==> src/rtl/trap_pkg.sv <==
// Shared definitions for the machine-mode trap unit: CSR map, cause codes,
// CSR operation encodings, FSM states and the interrupt priority helper.
package trap_pkg;

  localparam logic [11:0] CSR_MSTATUS = 12'h300;
  localparam logic [11:0] CSR_MIE     = 12'h304;
  localparam logic [11:0] CSR_MTVEC   = 12'h305;
  localparam logic [11:0] CSR_MEPC    = 12'h341;
  localparam logic [11:0] CSR_MCAUSE  = 12'h342;
  localparam logic [11:0] CSR_MTVAL   = 12'h343;
  localparam logic [11:0] CSR_MIP     = 12'h344;

  localparam logic [4:0] CAUSE_ILLEGAL     = 5'd2;
  localparam logic [4:0] CAUSE_LOAD_FAULT  = 5'd5;
  localparam logic [4:0] CAUSE_STORE_FAULT = 5'd7;
  localparam logic [4:0] CAUSE_ECALL_M     = 5'd11;
  localparam logic [4:0] CAUSE_IRQ_BASE    = 5'd16;

  typedef enum logic [1:0] {
    CSR_OP_NONE  = 2'b00,
    CSR_OP_WRITE = 2'b01,
    CSR_OP_SET   = 2'b10,
    CSR_OP_CLEAR = 2'b11
  } csr_op_e;

  typedef enum logic {
    ST_IDLE  = 1'b0,
    ST_ENTER = 1'b1
  } trap_state_e;

  // Lowest set bit wins, so line 0 has the highest interrupt priority.
  function automatic logic [3:0] lowest_irq(input logic [15:0] pend);
    lowest_irq = 4'd0;
    for (int i = 15; i >= 0; i--) begin
      if (pend[i]) lowest_irq = 4'(i);
    end
  endfunction

endpackage

==> src/rtl/trap_csr_file.sv <==
// Machine-mode CSR storage: read mux, read-modify-write for CSR instructions,
// and the atomic updates performed on trap entry and mret.
module trap_csr_file
  import trap_pkg::*;
#(
  parameter int              XLEN        = 32,
  parameter int              NUM_IRQ     = 4,
  parameter logic [XLEN-1:0] RESET_MTVEC = '0
) (
  input  logic               clk,
  input  logic               rst,
  input  logic               csr_we,
  input  logic [1:0]         csr_op,
  input  logic [11:0]        csr_addr,
  input  logic [XLEN-1:0]    csr_wdata,
  output logic [XLEN-1:0]    csr_rdata,
  input  logic [NUM_IRQ-1:0] irq,
  input  logic               trap_enter,
  input  logic [XLEN-1:0]    trap_cause,
  input  logic [XLEN-1:0]    trap_epc,
  input  logic [XLEN-1:0]    trap_tval,
  input  logic               mret_do,
  output logic               irq_pending,
  output logic [NUM_IRQ-1:0] mip,
  output logic [XLEN-1:0]    mtvec,
  output logic [XLEN-1:0]    mepc
);

  logic              st_mie;
  logic              st_mpie;
  logic [1:0]        st_mpp;
  logic [XLEN-1:0]   mie_r;
  logic [XLEN-1:0]   mcause_r;
  logic [XLEN-1:0]   mtval_r;
  logic [XLEN-1:0]   mstatus_val;
  logic [XLEN-1:0]   csr_new;

  assign mstatus_val = XLEN'({st_mpp, 3'b000, st_mpie, 3'b000, st_mie, 3'b000});
  assign irq_pending = st_mie & (|(mip & mie_r[NUM_IRQ-1:0]));

  always_comb begin
    csr_rdata = '0;
    case (csr_addr)
      CSR_MSTATUS: csr_rdata = mstatus_val;
      CSR_MIE:     csr_rdata = mie_r;
      CSR_MTVEC:   csr_rdata = mtvec;
      CSR_MEPC:    csr_rdata = mepc;
      CSR_MCAUSE:  csr_rdata = mcause_r;
      CSR_MTVAL:   csr_rdata = mtval_r;
      CSR_MIP:     csr_rdata = XLEN'(mip);
      default:     csr_rdata = '0;
    endcase
  end

  always_comb begin
    csr_new = csr_rdata;
    case (csr_op_e'(csr_op))
      CSR_OP_WRITE: csr_new = csr_wdata;
      CSR_OP_SET:   csr_new = csr_rdata | csr_wdata;
      CSR_OP_CLEAR: csr_new = csr_rdata & ~csr_wdata;
      default:      csr_new = csr_rdata;
    endcase
  end

  // Trap entry and mret take precedence; the top never asserts csr_we with them.
  always_ff @(posedge clk or posedge rst) begin
    if (rst) begin
      st_mie   <= 1'b0;
      st_mpie  <= 1'b0;
      st_mpp   <= 2'b11;
      mie_r    <= '0;
      mtvec    <= RESET_MTVEC;
      mepc     <= '0;
      mcause_r <= '0;
      mtval_r  <= '0;
      mip      <= '0;
    end else begin
      mip <= irq;
      if (trap_enter) begin
        mepc     <= trap_epc;
        mcause_r <= trap_cause;
        mtval_r  <= trap_tval;
        st_mpie  <= st_mie;
        st_mie   <= 1'b0;
        st_mpp   <= 2'b11;
      end else if (mret_do) begin
        st_mie  <= st_mpie;
        st_mpie <= 1'b1;
      end else if (csr_we && csr_op != CSR_OP_NONE) begin
        case (csr_addr)
          CSR_MSTATUS: begin
            st_mie  <= csr_new[3];
            st_mpie <= csr_new[7];
            st_mpp  <= csr_new[12:11];
          end
          CSR_MIE:    mie_r    <= csr_new;
          CSR_MTVEC:  mtvec    <= csr_new;
          CSR_MEPC:   mepc     <= csr_new;
          CSR_MCAUSE: mcause_r <= csr_new;
          CSR_MTVAL:  mtval_r  <= csr_new;
          default:    ;
        endcase
      end
    end
  end

endmodule

==> src/rtl/trap_unit.sv <==
// Machine-mode trap controller: prioritises exceptions, interrupts and mret,
// flushes the pipeline and issues a one-cycle redirect to the handler.
module trap_unit
  import trap_pkg::*;
#(
  parameter int              XLEN        = 32,
  parameter int              NUM_IRQ     = 4,
  parameter logic [XLEN-1:0] RESET_MTVEC = '0
) (
  input  logic               clk,
  input  logic               rst,
  input  logic               csr_req,
  input  logic [1:0]         csr_op,
  input  logic [11:0]        csr_addr,
  input  logic [XLEN-1:0]    csr_wdata,
  output logic [XLEN-1:0]    csr_rdata,
  input  logic [NUM_IRQ-1:0] irq,
  input  logic               illegal_inst,
  input  logic               ecall_m,
  input  logic               l_fault,
  input  logic               s_fault,
  input  logic               mret,
  input  logic [XLEN-1:0]    epc_cur,
  input  logic [XLEN-1:0]    epc_next,
  input  logic [XLEN-1:0]    fault_addr,
  input  logic [31:0]        inst,
  output logic               flush,
  output logic               regwrite_cancel,
  output logic               redirect_valid,
  output logic [XLEN-1:0]    redirect_pc,
  output logic               busy
);

  trap_state_e        state, state_next;
  logic               exc_any;
  logic               irq_pending;
  logic               take_trap;
  logic               take_mret;
  logic               csr_we;
  logic [NUM_IRQ-1:0] mip;
  logic [XLEN-1:0]    mtvec;
  logic [XLEN-1:0]    mepc;
  logic [3:0]         irq_idx;
  logic [4:0]         irq_code;
  logic [XLEN-1:0]    trap_cause;
  logic [XLEN-1:0]    trap_epc;
  logic [XLEN-1:0]    trap_tval;
  logic [XLEN-1:0]    trap_target;
  logic [XLEN-1:0]    redirect_r;

  assign exc_any  = illegal_inst | ecall_m | s_fault | l_fault;
  assign irq_idx  = lowest_irq(16'(mip));
  assign irq_code = CAUSE_IRQ_BASE + {1'b0, irq_idx};

  always_comb begin
    trap_cause = '0;
    trap_tval  = '0;
    if (illegal_inst) begin
      trap_cause = XLEN'(CAUSE_ILLEGAL);
      trap_tval  = XLEN'(inst);
    end else if (ecall_m) begin
      trap_cause = XLEN'(CAUSE_ECALL_M);
    end else if (s_fault) begin
      trap_cause = XLEN'(CAUSE_STORE_FAULT);
      trap_tval  = fault_addr;
    end else if (l_fault) begin
      trap_cause = XLEN'(CAUSE_LOAD_FAULT);
      trap_tval  = fault_addr;
    end else begin
      trap_cause             = XLEN'(irq_code);
      trap_cause[XLEN-1]     = 1'b1;
    end
  end

  // Vectored offset applies only to interrupts; modes 10/11 behave as direct.
  assign trap_epc    = exc_any ? epc_cur : epc_next;
  assign trap_target = {mtvec[XLEN-1:2], 2'b00}
                     + ((mtvec[1:0] == 2'b01 && !exc_any) ? XLEN'({irq_code, 2'b00}) : '0);

  always_comb begin
    take_trap = 1'b0;
    take_mret = 1'b0;
    if (state == ST_IDLE && !rst) begin
      take_trap = exc_any | irq_pending;
      take_mret = !take_trap & mret;
    end
  end

  always_ff @(posedge clk or posedge rst) begin
    if (rst) state <= ST_IDLE;
    else     state <= state_next;
  end

  always_comb begin
    state_next = state;
    case (state)
      ST_IDLE:  if (take_trap || take_mret) state_next = ST_ENTER;
      ST_ENTER: state_next = ST_IDLE;
      default:  state_next = ST_IDLE;
    endcase
  end

  always_comb begin
    flush           = take_trap | take_mret;
    regwrite_cancel = take_trap;
    csr_we          = (state == ST_IDLE) & csr_req & ~take_trap & ~take_mret;
    redirect_valid  = (state == ST_ENTER);
    busy            = (state != ST_IDLE);
  end

  always_ff @(posedge clk or posedge rst) begin
    if (rst)            redirect_r <= '0;
    else if (take_trap) redirect_r <= trap_target;
    else if (take_mret) redirect_r <= mepc;
  end

  assign redirect_pc = redirect_r;

  trap_csr_file #(
    .XLEN        (XLEN),
    .NUM_IRQ     (NUM_IRQ),
    .RESET_MTVEC (RESET_MTVEC)
  ) u_csr (
    .clk         (clk),
    .rst         (rst),
    .csr_we      (csr_we),
    .csr_op      (csr_op),
    .csr_addr    (csr_addr),
    .csr_wdata   (csr_wdata),
    .csr_rdata   (csr_rdata),
    .irq         (irq),
    .trap_enter  (take_trap),
    .trap_cause  (trap_cause),
    .trap_epc    (trap_epc),
    .trap_tval   (trap_tval),
    .mret_do     (take_mret),
    .irq_pending (irq_pending),
    .mip         (mip),
    .mtvec       (mtvec),
    .mepc        (mepc)
  );

endmodule

==> config.mk <==
export PLATFORM = sky130hd
export DESIGN_NAME = trap_unit
export DESIGN_NICKNAME = d
export VERILOG_FILES = /design/src/rtl/trap_pkg.sv /design/src/rtl/trap_csr_file.sv /design/src/rtl/trap_unit.sv
export SDC_FILE = /design/constraint.sdc
export NUM_CORES = 1
export LEC_CHECK = 0
export BUFFER_PORTS_ARGS = -buffer_cell sky130_fd_sc_hd__clkbuf_2
export CORE_MARGIN = 10
export CORE_UTILIZATION = 53
export CTS_CLUSTER_DIAMETER = 120
export CTS_CLUSTER_SIZE = 24
export DETAILED_ROUTE_END_ITERATION = 8
export HOLD_SLACK_MARGIN = 0.08
export PLACE_DENSITY_LB_ADDON = 0.1
export SLEW_MARGIN = 0
export SYNTH_ARGS = -nofsm -noshare
export SYNTH_HDL_FRONTEND = slang
export SYNTH_HIERARCHICAL = 1
export SYNTH_SLANG_ARGS = --single-unit
==> constraint.sdc <==
create_clock -name clk -period 12.4 [get_ports clk]
set_clock_uncertainty 0.15 [all_clocks]
set_input_delay 3.72 -clock clk [delete_from_list [all_inputs] [get_ports clk]]
set_output_delay 3.72 -clock clk [all_outputs]
set_load 0.01 [all_outputs]
== Word-level counts from Yosys, hierarchy flattened ==
Cells that the tools add are included.

* Register bits: 201
* Output and inout bits: 68
* Bits of input ports: 186
* Logic and storage cells: 112

* $add $sub $neg: 2
* Reductions and logical operators: 24
* Bitwise operators: 17
* Equality and inequality tests: 12
* Muxes and demuxes: 46

{| class="wikitable"
|+ Operators by type and width
! operator !! number
|-
| 2-to-1 mux 32 bit || 23
|-
| one-hot mux 32 bit (7 select lines) || 1
|-
| one-hot mux 32 bit (3 select lines) || 1
|-
| == test 12 x 10 -> 1 bit (second input constant) || 7
|-
| adder 32 x 7 -> 32 bit || 1
|-
| AND 32 bit || 1
|-
| NOT 32 bit || 1
|-
| OR 32 bit || 1
|-
| 2-to-1 mux 2 bit || 7
|-
| nonzero test 2 bit || 7
|-
| AND reduction 3 bit || 4
|-
| 2-to-1 mux 1 bit || 11
|-
| AND reduction 4 bit || 2
|-
| 2-to-1 mux 7 bit || 1
|-
| nonzero test 3 bit || 2
|-
| adder 5 x 4 -> 5 bit (first input constant) || 1
|-
| AND 1 bit || 5
|-
| OR 1 bit || 5
|-
| AND 4 bit || 1
|-
| == test 2 x 1 -> 1 bit (second input constant) || 2
|-
| == test 2 bit (second input constant) || 2
|-
| 2-to-1 mux 4 bit || 1
|-
| OR reduction 4 bit || 1
|-
| logical AND 1 bit || 3
|-
| other kinds (6) || 10
|}

== Longest topological paths before layout ==
* Depth in word-level cells: 13
* Depth in mapped cells: 17

== Hierarchy ==
Netlist, hierarchy kept.

{| class="wikitable"
|+ By module, submodules not included
! module !! cells an instance !! area an instance (µm²) !! times used
|-
| trap_csr_file || 929 || 9834.4 || 1
|-
| trap_unit || 398 || 2961.6 || 1
|}

== Least setup slack after synthesis ==
No wires, ideal clock.

* Path type: in2out
* From: input port illegal_inst
* To: output port regwrite_cancel
* Required time: 8.530 ns
* Stages: 6
* Arrival: 5.044 ns
* Setup slack: 3.486 ns
* Path through: buf_2 > or4_1 > buf_2 > o21ai_2 > buf_4 > clkinv_1

* Cells in the longest elaborated chain, start to end: 5

{| class="wikitable"
|+ Ends and longest elaborated chain
! what !! line !! RTL
|-
| start: declaration || trap_unit.sv:18 || <nowiki>input logic illegal_inst,</nowiki>
|-
| OR 1 bit (3 in a row) || trap_unit.sv:51 || <nowiki>assign exc_any = illegal_inst | ecall_m | s_fault | l_fault;</nowiki>
|-
| OR 1 bit || trap_unit.sv:84 || <nowiki>take_trap = exc_any | irq_pending;</nowiki>
|-
| 2-to-1 mux 1 bit || trap_unit.sv:83 || <nowiki>if (state == ST_IDLE && !rst) begin</nowiki>
|-
| end: declaration || trap_unit.sv:28 || <nowiki>output logic regwrite_cancel,</nowiki>
|}

Every way passes these cells.

== Worst setup path in the final report ==
* From: input port l_fault
* To: output port flush

* Cells in the longest elaborated chain, start to end: 6

{| class="wikitable"
|+ Ends and longest elaborated chain
! what !! line !! RTL
|-
| start: declaration || trap_unit.sv:20 || <nowiki>input logic l_fault,</nowiki>
|-
| OR 1 bit * || trap_unit.sv:51 ||
|-
| OR 1 bit * || trap_unit.sv:84 ||
|-
| zero test 1 bit || trap_unit.sv:85 || <nowiki>take_mret = !take_trap & mret;</nowiki>
|-
| AND 1 bit || trap_unit.sv:85 ||
|-
| 2-to-1 mux 1 bit || trap_unit.sv:83 ||
|-
| OR 1 bit * || trap_unit.sv:104 || <nowiki>flush = take_trap | take_mret;</nowiki>
|-
| end: declaration || trap_unit.sv:27 || <nowiki>output logic flush,</nowiki>
|}

Mark *: on every way between the ends. The rest lies on a longest branch, timed or not.

==> flow_summary.toml <==
[run_status]
outcome = "finished, final reports clean"

[die]
num_rows = 56
core_area_um2 = 23600
die_area_um2 = 30800
io_pins = 254
die-height_um = 175
die_x_um = 175
initial_core_util = 0.542

[cts]
cts_setup_buffers = 0
insertion_delay_ns = 0.48
post_cts_resized = 0
cts_buffer_depth = 3
ctsHoldBuffers = 0
cts_sinks = 201
numCtsBuffers = 12
clock-root-buffer = "clkbuf_16"
cts_tree = "yes"
clk_pin_slew_worst_paths_ns = 0.11
htreeDepth = 1

[setup_path]
cp_cell_sequence = "clkbuf_2 -> or4_2 -> inv_2 -> buf_4 -> a21o_2 -> inv_2 -> clkbuf_2"
required_ns = 8.53
crit-reg2reg-launch = "u_csr/mip[1]$_DFF_PP0_"
critPathMaxFanout = 40
arrival_ns = 6.74
critPathKind = "in2out"
r2r_slack_ns = 6.74
critPathLaunchType = "primary input"
cp_slowest_cell = "or4_2"
r2r_end = "u_csr/mcause_r[27]$_DFFE_PP0P_"
slowest_delay_ns = 1.12
r2r_cells = 11
end_kind = "output pin"

[logic_synthesis]
yosys.area.top_type = "dfrtp_1"
synthArstFlopShare = 1.00
synth-seq-area-share = 0.393
synth_seq_cells = 201
synth_area_leaders = "dfrtp_1 (39%), mux2_2 (6.8%), o21ba_2 (5.3%)"
synthMostInstantiatedCell = "dfrtp_1"
yosysTopAreaCellShare = 0.389
ys_types = 95
synth_warnings = 6
avgSynthCellArea_um2 = 9.64
synth_edf_count = 0
synth_area_um2 = 12800
synth_common_cells = "dfrtp_1 (199), nand2_1 (179), o22ai_1 (92)"
synthFlopType = "dfrtp_1"
syn-instance-count = 1327

[route]
postRouteAntennaNets = 0
route.vias.total = 12200
remaining_drc_errors = 0
dr.pass1.iters = 6
wl_um = 49600
via_per_inst = 6.55
wl_per_cell_um = 26.6
drt_iter0_drc = 1309

[sta]
slew_viol_final = 0
period_share = 0.856
rsz0062_at_grt = "false"
maxSlewHeadroom = 0.0878
tightest_slew_ns = 1.36
fmax_mhz = 94.2
fin_tns_setup_ns = 0
period_minus_slack_ns = 10.61
finalSetupViolations = 0
report.final.hold_viol_count = 0

[global_route]
busiest_layer = "met2"
grt_max_degree = 95
grt_pass1_vias = 12200
use_met3 = 0.0652
use_met1 = 0.390
antenna_found_initial = 2
grt_use_met2 = 0.517
track_usage = 0.310
overflow = 0
grt_pass1_wl_um = 74700

[layout]
ff_latch_area_um2 = 5030
synthToLayoutAreaGrowth_pct = 13.7
nFillCells = 2119
drive_above_1_share = 0.330
post-route-cell-area_um2 = 14500
final_nets = 1725
multi_input_area_um2 = 7170

[power]
power-per-cell-area_nw_per_um2 = 109
vdd_ir_drop_max_v = 0.0000736
pwr-share-seq = 0.499
internal_power_mw = 1.09
combPwrFrac = 0.229
p_clk_frac = 0.272
p_switching_uw = 499
leakagePower_nw = 6.68
p_sw_frac = 0.315

[flow_run]
cap_violations = 0

[placed_design]
port_buffers = 253
postPlaceCellArea_um2 = 14200
place.detailed.hpwl_um = 33300
gp_congestion = 1.02

[worst_hold_path]
hold-path-endpoint = "u_csr/mie_r[11]$_DFFE_PP0P_"
holdPathStages = 2
hp-class = "reg2reg"
holdCritStartpoint = "u_csr/mie_r[11]$_DFFE_PP0P_"
per-layer routing:
layer,vias to the layer above,routed length (um)
li1,5377,-
met1,5956,19400
met2,740,23500
met3,116,4890
met4,0,1760
met5,-,0
metrics by stage:
step                setup slack, ns  instances  utilization  total power, mW  hold slack, ns
floorplan                      3.49       1352            -             1.02           0.300
global placement               1.89       1840        0.601             1.15           0.318
detailed placement             1.83       1840        0.601             1.16           0.324
CTS                            1.83       1858        0.616             1.58           0.353
global route                   1.66       1859        0.616             1.64           0.373
finish                         1.79       1860        0.616             1.58           0.356
worst max path at each step:
stage	from	to	slack, ns	depth (start not counted)
global route	l_fault	flush	1.66	7
global placement	l_fault	flush	1.89	7
floorplan	illegal_inst	regwrite_cancel	3.49	6
finish	l_fault	flush	1.79	7
detailed placement	l_fault	flush	1.83	7
CTS	l_fault	flush	1.83	7
cells in the final DEF, fill, tap and decap left out, types with 5 or more instances in the layout:
master / count
inv_2: 9
a221o_2: 9
nor2_1: 40
o21ai_1: 8
mux2_2: 77
nor3_1: 36
xnor2_1: 27
inv_1: 22
nand3_1: 19
a31oi_1: 20
o31ai_1: 5
mux2i_1: 24
nand4_1: 7
xor2_1: 6
o21a_1: 7
a22oi_1: 60
nor2b_1: 5
a22o_1: 47
nand2_1: 179
o21ai_0: 56
a211o_2: 8
o22ai_1: 92
a21oi_1: 31
o21ba_2: 68
o2bb2ai_1: 24
dfrtp_1: 199
clkbuf_2: 253
buf_4: 25
a32oi_1: 5
clkbuf_16: 13
nand3b_1: 6
conb_1: 26
a221o_1: 7
a21o_1: 5
worst max-delay path, delay by kind of cell:
family | cells | cell delay, ns
compound gates | 1 | 0.61
buf+inv | 5 | 1.27
simple gates | 1 | 1.12
final cells by class:
type / count / share of cell area
inverter: 34 / 0.00920
timing repair buffer: 278 / 0.0999
tap: 319 / 0.0274
clock inverter: 1 / 0.00112
sequential: 201 / 0.346
clock buffer: 17 / 0.0234
antenna: 2 / 0.000344
multi-input combinational: 1008 / 0.493
power groups by stage:
stage | registers, mW | clock network [mW] | logic [mW]
3_3_place_gp | 0.800 | 0 | 0.349
2_1_floorplan | 0.783 | 0 | 0.234
3_5_place_dp | 0.801 | 0 | 0.356
4_1_cts | 0.789 | 0.431 | 0.358
6_report | 0.791 | 0.431 | 0.362
5_1_grt | 0.798 | 0.453 | 0.391
flip-flops by register name, indices dropped and copies added, names as in the netlist, 2 cells and up:
name,count
u_csr/mip,4
u_csr/mie_r,32
redirect_pc,32
u_csr/mtval_r,32
u_csr/mcause_r,32
u_csr/st_mpp,2
u_csr/mtvec,32
u_csr/mepc,32
cell families (layout without fill, tap and decap cells):
family	after synthesis	in the layout	synth area share
AO/OA/AOI/OAI	491	491	0.292
XOR/XNOR	34	34	0.0233
adder cells (fa/ha/maj)	4	4	0.00450
buffers and inverters	143	330	0.0589
flip-flops	201	201	0.393
multiplexers	102	102	0.0874
other	1	28	0.000293
AND/OR/NAND/NOR	351	351	0.140
(Power assumes the default switching activity.)
